**config.mk**
```make
export PLATFORM = sky130hd
export DESIGN_NAME = ram_burst_reader
export DESIGN_NICKNAME = d
export VERILOG_FILES = /design/src/rtl/ram_burst_reader.sv
export SDC_FILE = /design/constraint.sdc
export NUM_CORES = 1
export LEC_CHECK = 0
export BUFFER_PORTS_ARGS = -buffer_cell sky130_fd_sc_hd__buf_2
export CAP_MARGIN = 30
export CORE_MARGIN = 1
export CORE_UTILIZATION = 59
export CTS_BUF_LIST = sky130_fd_sc_hd__clkbuf_16
export DETAILED_ROUTE_END_ITERATION = 10
export PLACE_DENSITY = 0.86
export REMOVE_ABC_BUFFERS = 1
export SYNTH_ARGS = -nofsm -noshare
export SYNTH_HDL_FRONTEND = slang
export SYNTH_SLANG_ARGS = --single-unit
```
**constraint.sdc**
```tcl
create_clock -name clk -period 4.9 [get_ports clk]
set_input_delay 0.735 -clock clk [delete_from_list [all_inputs] [get_ports clk]]
set_output_delay 0.735 -clock clk [all_outputs]
set_load 0.1 [all_outputs]
```
**src/rtl/ram_burst_reader.sv**
```systemverilog
// Burst reader: streams RAM words [start..end] out as a valid/ready stream with a last flag.
// Define RAM_BURST_READER_HEADER_EN to prefix each burst with an {end,start} header beat.
module ram_burst_reader #(
  parameter int ADDR_W = 10,
  parameter int DATA_W = 16,
  parameter int OUT_W  = 32
) (
  input  logic              clk,
  input  logic              rstn,
  input  logic              cmd_valid,
  output logic              cmd_ready,
  input  logic [ADDR_W-1:0] cmd_start_addr,
  input  logic [ADDR_W-1:0] cmd_end_addr,
  output logic              ram_en,
  output logic [ADDR_W-1:0] ram_addr,
  input  logic [DATA_W-1:0] ram_dout,
  output logic [OUT_W-1:0]  out_data,
  output logic              out_valid,
  input  logic              out_ready,
  output logic              out_last,
  output logic              busy,
  output logic              cmd_err
);

  typedef enum logic [1:0] {S_IDLE, S_READ, S_DRAIN} state_t;

  localparam logic [ADDR_W:0] REM_ONE = {{ADDR_W{1'b0}}, 1'b1};

  state_t            state_q, state_d;
  logic [ADDR_W-1:0] rd_addr;
  logic [ADDR_W:0]   remaining;
  logic              vld_p1, last_p1;
  logic [OUT_W-1:0]  fifo_data [2];
  logic [1:0]        fifo_last;
  logic              wr_ptr, rd_ptr;
  logic [1:0]        count;
  logic              accept, cmd_bad, pop, issue_room;
  logic              hdr_wr, wr_en, wr_last;
  logic [OUT_W-1:0]  wr_data, hdr_word;

  function automatic logic [OUT_W-1:0] zero_ext(input logic [DATA_W-1:0] d);
    return OUT_W'(d);
  endfunction

`ifdef RAM_BURST_READER_HEADER_EN
  function automatic logic [OUT_W-1:0] build_header(input logic [ADDR_W-1:0] s,
                                                    input logic [ADDR_W-1:0] e);
    logic [15:0] s16, e16;
    s16 = 16'(s);
    e16 = 16'(e);
    return OUT_W'({e16, s16});
  endfunction
  assign hdr_word = build_header(cmd_start_addr, cmd_end_addr);
  assign hdr_wr   = accept & ~cmd_bad;
`else
  assign hdr_word = '0;
  assign hdr_wr   = 1'b0;
`endif

  assign cmd_ready = (state_q == S_IDLE);
  assign busy      = (state_q != S_IDLE);
  assign out_valid = (count != 2'd0);
  assign out_data  = fifo_data[rd_ptr];
  assign out_last  = fifo_last[rd_ptr];
  assign ram_addr  = rd_addr;

  assign accept  = cmd_valid & cmd_ready;
  assign cmd_bad = (cmd_end_addr < cmd_start_addr);
  assign pop     = out_valid & out_ready;
  // A slot freed by this cycle's pop may be reused, which is what allows 1 beat/cycle.
  assign issue_room = ((count + {1'b0, vld_p1} - {1'b0, pop}) < 2'd2);

  assign wr_en   = vld_p1 | hdr_wr;
  assign wr_last = last_p1 & ~hdr_wr;
  assign wr_data = hdr_wr ? hdr_word : zero_ext(ram_dout);

  always_comb begin
    state_d = state_q;
    ram_en  = 1'b0;
    case (state_q)
      S_IDLE: begin
        if (accept && !cmd_bad) state_d = S_READ;
      end
      S_READ: begin
        if ((remaining != '0) && issue_room) begin
          ram_en = 1'b1;
          if (remaining == REM_ONE) state_d = S_DRAIN;
        end
      end
      S_DRAIN: begin
        if (pop && out_last) state_d = S_IDLE;
      end
      default: state_d = S_IDLE;
    endcase
  end

  always_ff @(posedge clk or negedge rstn) begin
    if (!rstn) begin
      state_q      <= S_IDLE;
      rd_addr      <= '0;
      remaining    <= '0;
      vld_p1       <= 1'b0;
      last_p1      <= 1'b0;
      fifo_data[0] <= '0;
      fifo_data[1] <= '0;
      fifo_last    <= '0;
      wr_ptr       <= 1'b0;
      rd_ptr       <= 1'b0;
      count        <= '0;
      cmd_err      <= 1'b0;
    end else begin
      state_q <= state_d;
      cmd_err <= accept & cmd_bad;
      // Stage p0 -> p1: read issued this cycle, its data is captured next cycle
      vld_p1  <= ram_en;
      if (accept && !cmd_bad) begin
        rd_addr   <= cmd_start_addr;
        remaining <= {1'b0, cmd_end_addr} - {1'b0, cmd_start_addr} + REM_ONE;
      end else if (ram_en) begin
        remaining <= remaining - REM_ONE;
        last_p1   <= (remaining == REM_ONE);
        // Hold on the final address so the pointer never wraps past 1023.
        if (remaining != REM_ONE) rd_addr <= rd_addr + 1'b1;
      end
      // Stage p1 -> buffer
      if (wr_en) begin
        fifo_data[wr_ptr] <= wr_data;
        fifo_last[wr_ptr] <= wr_last;
        wr_ptr            <= ~wr_ptr;
      end
      if (pop) rd_ptr <= ~rd_ptr;
      count <= count + {1'b0, wr_en} - {1'b0, pop};
    end
  end

endmodule

```
Yosys cells after proc, flatten, opt, wreduce, memory -nomap -nowiden. Index checks and enable logic that the tools add are counted.

Output and inout port bits: 48. Bits in registers: 96. Input bits: 40.

$lt $le $gt $ge: 8. Bitwise gates (word level): 8. Eq/ne operators: 8. Reduce and logical (&&, ||, !) cells: 15. Mux-type cells: 23. Add/sub/neg operators: 6.

Operators by type and width (count): 32-bit two-way mux (4); 64-bit bitwise mux (1); 32-bit demux with 1-bit select (1); 10-bit two-way mux (3); 11-bit two-way mux (2); 11-bit by 1-bit adder with 11-bit output (second input constant) (1); 11-bit by 1-bit equality test with 1-bit output (second input constant) (1); 11-bit by 1-bit inequality test with 1-bit output (second input constant) (1); 11-bit nonzero test (1); 10-bit by 10-bit subtractor with 11-bit output (1); 11-bit by 1-bit subtractor with 11-bit output (second input constant) (1); 10-bit by 1-bit adder with 10-bit output (second input constant) (1); 10-bit < comparator (1); 2-bit two-way mux (4); 2-bit nonzero test (4); 2-bit inequality test (second input constant) (3); 2-bit case mux with 3 select lines (1); 1-bit logical AND (5); 1-bit two-way mux (5); 2-bit greater-or-equal comparator (second input constant) (2); 1-bit by 2-bit < comparator with 1-bit output (second input constant) (2); 1-bit NOT with 2-bit output (2); 2-bit AND reduction (2); 4-bit AND reduction (1); 14 further kinds (18).

Logic depth before layout (Yosys ltp).
Depth after elaboration: 9. Depth in mapped cells: 13. Depth with buffers taken out: 12.

Least setup slack after synthesis. No wires, ideal clock.

Path type: register to output. Start point: register count[0]. End point: output port ram_en. Path slack: 1172 ps. Required time: 4165 ps. Data arrival time: 2993 ps. Cell stages (with the launch flop): 11. Path buffers: 1. Cell sequence: dfrtp_1 -> or2_2 -> and2_1 -> ha_1 -> inv_1 -> ha_1 -> xor3_1 -> or2_0 -> buf_6 -> a21o_4 -> inv_2.

Word-level cells in the longest chain between the ends: 7.

Ends and longest elaborated chain: from (decl) (RTL line 36) `logic [1:0] count;`; from (signal assigned) (RTL line 132) `count <= count + {1'b0, wr_en} - {1'b0, pop};`; 2-bit nonzero test (RTL line 62) `assign out_valid = (count != 2'd0);`; named net out_valid (RTL line 18) `output logic out_valid,`; 1-bit AND (RTL line 69) `assign pop = out_valid & out_ready;`; named net pop (RTL line 37) `logic accept, cmd_bad, pop, issue_room;`; 2-bit by 1-bit subtractor with 2-bit output (RTL line 71) `assign issue_room = ((count + {1'b0, vld_p1} - {1'b0, pop}) < 2'd2);`; 2-bit < comparator (RTL line 71); 1-bit logical AND (RTL line 85) `if ((remaining != '0) && issue_room) begin`; 1-bit two-way mux (RTL line 85); 1-bit two-way mux (RTL line 80) `case (state_q)`; to (decl) (RTL line 14) `output logic ram_en,`.

The timed path passes the listed nets, and every way through them passes these cells.

Worst setup path in the final report.
Start point: register count[1]. End point: output port ram_en.

Word-level cells in the longest chain between the ends: 7.

Ends and longest elaborated chain (RTL line): 2-bit nonzero test (62); 1-bit AND (69); named net pop (37); 2-bit by 1-bit subtractor with 2-bit output (71); 2-bit < comparator (71); 1-bit logical AND (85); 1-bit two-way mux (85); 1-bit two-way mux (80).

The timed path passes the listed nets, and every way through them passes these cells.

==> run summary <==
* sky130_fd_sc_hd__ha_1 — cell occurring most often along the worst timing path
* 0 — # diodes
* 0 — count of hold-fix buffers inserted at cts
* 0.00702 mm^2 — Die Outline Area
* 100% — proportion of synthesized flip-flops having asynchronous set or reset
* 29 — site row count
* 0 — final max-slew violation count
* sky130_fd_sc_hd__dfrtp_1 41%, sky130_fd_sc_hd__mux2_2 16%, sky130_fd_sc_hd__ha_1 8.6% — cell types occupying the most area after synthesis
* 96 — first-iteration detailed-routing DRC count
* 11.4% — simple-gate portion of the synthesized area
* 0 — DRC Markers
* 797 ps — transition at the pin with the smallest max-transition slack
* 0 — number of buffers added for setup after CTS
* 16.0% — area growth from synthesis to layout
* 0 — endpoints failing hold
* 61.8% — initial core utilization
* 994 ps — worst setup timing slack at the placement stage
* built — CTS tree
* 53 — distinct cell type count after synthesis
* 0.00395 mm^2 — Syn Std Cell Area
* 34.9% — ratio of cells with drive above 1 in the final layout
* 64 x sky130_fd_sc_hd__dfrtp_1, 56 x sky130_fd_sc_hd__mux2_2, 36 x sky130_fd_sc_hd__inv_1 — Post-synth top cells
* false — unrepaired setup endpoints after global routing
* sky130_fd_sc_hd__clkbuf_16 — Root Buffer Master
* 28.6% — met1 global-route usage
* flop to flop — min-delay worst type
* 5.54% — global-route track usage on met3
* 7.47 ps — post-route clock skew
* 782 ps — post-route worst setup slack
* 511 — fin nets
* 2974 — vias in the first global route
* sky130_fd_sc_hd__dfrtp_1 — most common cell in the netlist
* 2 — worst-case clock buffer depth
* 46.9% — max_slew headroom
* 505 — number of placed cells counting well taps
* 65 — largest net degree at the start of global routing
* 4.37% — post-synthesis share of cell area spent on xor and xnor gates
* multiplexers — largest family of logic cells by synthesized area
* 83.8 um — Die X
* 0.00160 mm^2 — area taken by flip-flops and latches
* 460 ps — longest individual stage delay on the worst path
* met2 — global routing's busiest layer
* 84.0% — period utilisation layout
* 0.821 — global placer's final weighted congestion
* 366 — synthesized instance count
* 0.00209 mm^2 — footprint of the multi-input gates
* 2911 — via count
* 4120 ps — clock period minus final worst setup slack
* 5.59 — detail-routed via count per cell
* 23.8% — global router's overall resource usage
* 243 MHz — FMAX
* 0 — number of maximum-capacitance constraint violations
* 3380 ps — CP Data Arrival Time
* output port — Crit. End Element
* 7.86% — fraction of the mapped netlist area in compound gates
* 40.6% — top-area cell type share of the netlist area
* 50 ps — clock edge transition at the registers on the reported setup and hold paths
* 0 — initial antenna violation count
* 0 — total gr overflow
* 40.6% — Seq/Total Area, Yosys
* 5640 um — hpwl dp
* sky130_fd_sc_hd__dfrtp_1 — post-synth top area cell
* 83.8 um — y dimension of the die
* 13300 um — wire length of the first global-routing pass
* flop to output port — worst setup path class
* 0 — setup violation total in the final timing report
* 0 — antenna violation net count after detailed routing
* 4160 ps — critical path data required time
* 71 — Buffers on Ports
* flop — type of origin of the critical path
* 7720 um — final wirelength
* 521 — final non-filler cell total
* 3 — number of H-tree levels
* or2_2 -> and2_1 -> ha_1 -> inv_1 -> ha_1 -> xor3_1 -> or2_0 -> a21o_4 -> inv_2 -> buf_2 — CP Cell Sequence
* 4 — detailed-router iteration count before antenna repair
* 10 — largest fanout of any net on the critical path
* 0.00639 mm^2 — placeable core region
* 16.7% — mux contribution to synthesized area
* 11.1% — adder and majority gate portion of the synthesized area
* 9 — Inserted Clock Buffers
* 41.1% — met2 demand-to-capacity share in global routing
* 0 — Post-synth EDFFs
* complete, no violations — result of the run
* 0 — number of gates given a new drive strength after cts
* 10.8 um^2 — Mapped Avg Cell Area
* 472 — filler cell count
* sky130_fd_sc_hd__dfrtp_1 — top flip-flop cell by instance count after synthesis
* 0 — Synth warnings
* 64 — synthesized flop and latch total
* 88 — IO Pins
* sky130_fd_sc_hd__buf_2 — Worst path slowest cell
* 0 ps — setup TNS after final layout
* 14.8 um — average wire per standard cell
* 64 — sink count of the clock tree
* 330 ps — insertion delay of the later-clocked pin in the worst-skew pair
routing by layer:
metal	share of wire [%]	routed length [um]	vias to the layer above
li1	-	-	1390
met1	42	3240	1396
met2	50	3850	104
met3	5.1	395	21
met4	3.0	235	0
met5	0	0	-
sequential cells by signal, indices dropped and copies added (netlist names):
register   count
state_q        2
remaining     11
ram_addr      10
last_p1        1
fifo_data     32
vld_p1         1
wr_ptr         1
count          2
fifo_last      2
rd_ptr         1
cmd_err        1
worst max-delay path, delay by kind of cell (launching register included):
kind | cells | cell delay [ps]
and+or+nand+nor | 3 | 870
xor gates and xnor gates | 1 | 430
adders and majority gates | 2 | 430
buffers and inverters | 3 | 670
DFF | 1 | 390
AOI/OAI and AO/OA | 1 | 280
cell usage in the layout, fill, tap and decap left out, drive strengths merged, types with 3 or more instances in the layout:
master and count:
clkbuf 9, nand3b 5, mux2 56, xnor2 5, nor2 16, a32oi 4, nor4 5, nor3 6
fa 5, buf 74, inv 38, conb 16, nand3 8, or2 5, a21o 3, dfrtp 64
clkinv 5, o21ai 14, xor2 12, o211ai 3, a221o 3, nand2 19, nand4 4, mux2i 3
ha 27, a21oi 8
final timing paths:
| check | from | to | slack [ps] | cells after the start |
|---|---|---|---|---|
| worst min register to register | state_q[0] | state_q[1] | 490 | 1 |
| min in group asynchronous | rstn | fifo_data[38] | 580 | 2 |
| worst min-delay path | state_q[0] | state_q[1] | 490 | 1 |
| worst max-delay path | count[1] | ram_en | 780 | 10 |
| max in group asynchronous | rstn | ram_addr[4] | 3800 | 2 |
| worst max register to register | count[1] | ram_addr[2] | 1590 | 10 |
cells by family (layout without fill, tap and decap cells):
family | count (synthesis) | after routing
compound gates | 46 | 46
xor+xnor | 18 | 18
fa+ha+maj | 32 | 32
buf+inv | 64 | 127
flops | 64 | 64
mux | 59 | 59
other cells | 1 | 16
simple gates | 82 | 82
stage by stage:
stage	area, um^2	hold WS, ps	utilization, %
3_5_place_dp	4310	478	67.6
5_1_grt	4580	507	71.7
3_3_place_gp	4300	469	67.3
6_report	4580	491	71.7
4_1_cts	4580	490	71.7
2_1_floorplan	3830	439	-
cell type report:
class,count,area share [%]
Inverter,37,3.03
Clock inverter,7,0.874
Tap cell,77,2.10
Clock buffer,9,4.92
Multi-Input combinational cell,253,45.7
Timing Repair Buffer,74,8.42
Sequential cell,64,35.0
Power is left out: the tool's default activity adds up to more than one toggle a clock period on the data nets, which glitch-free logic cannot reach.
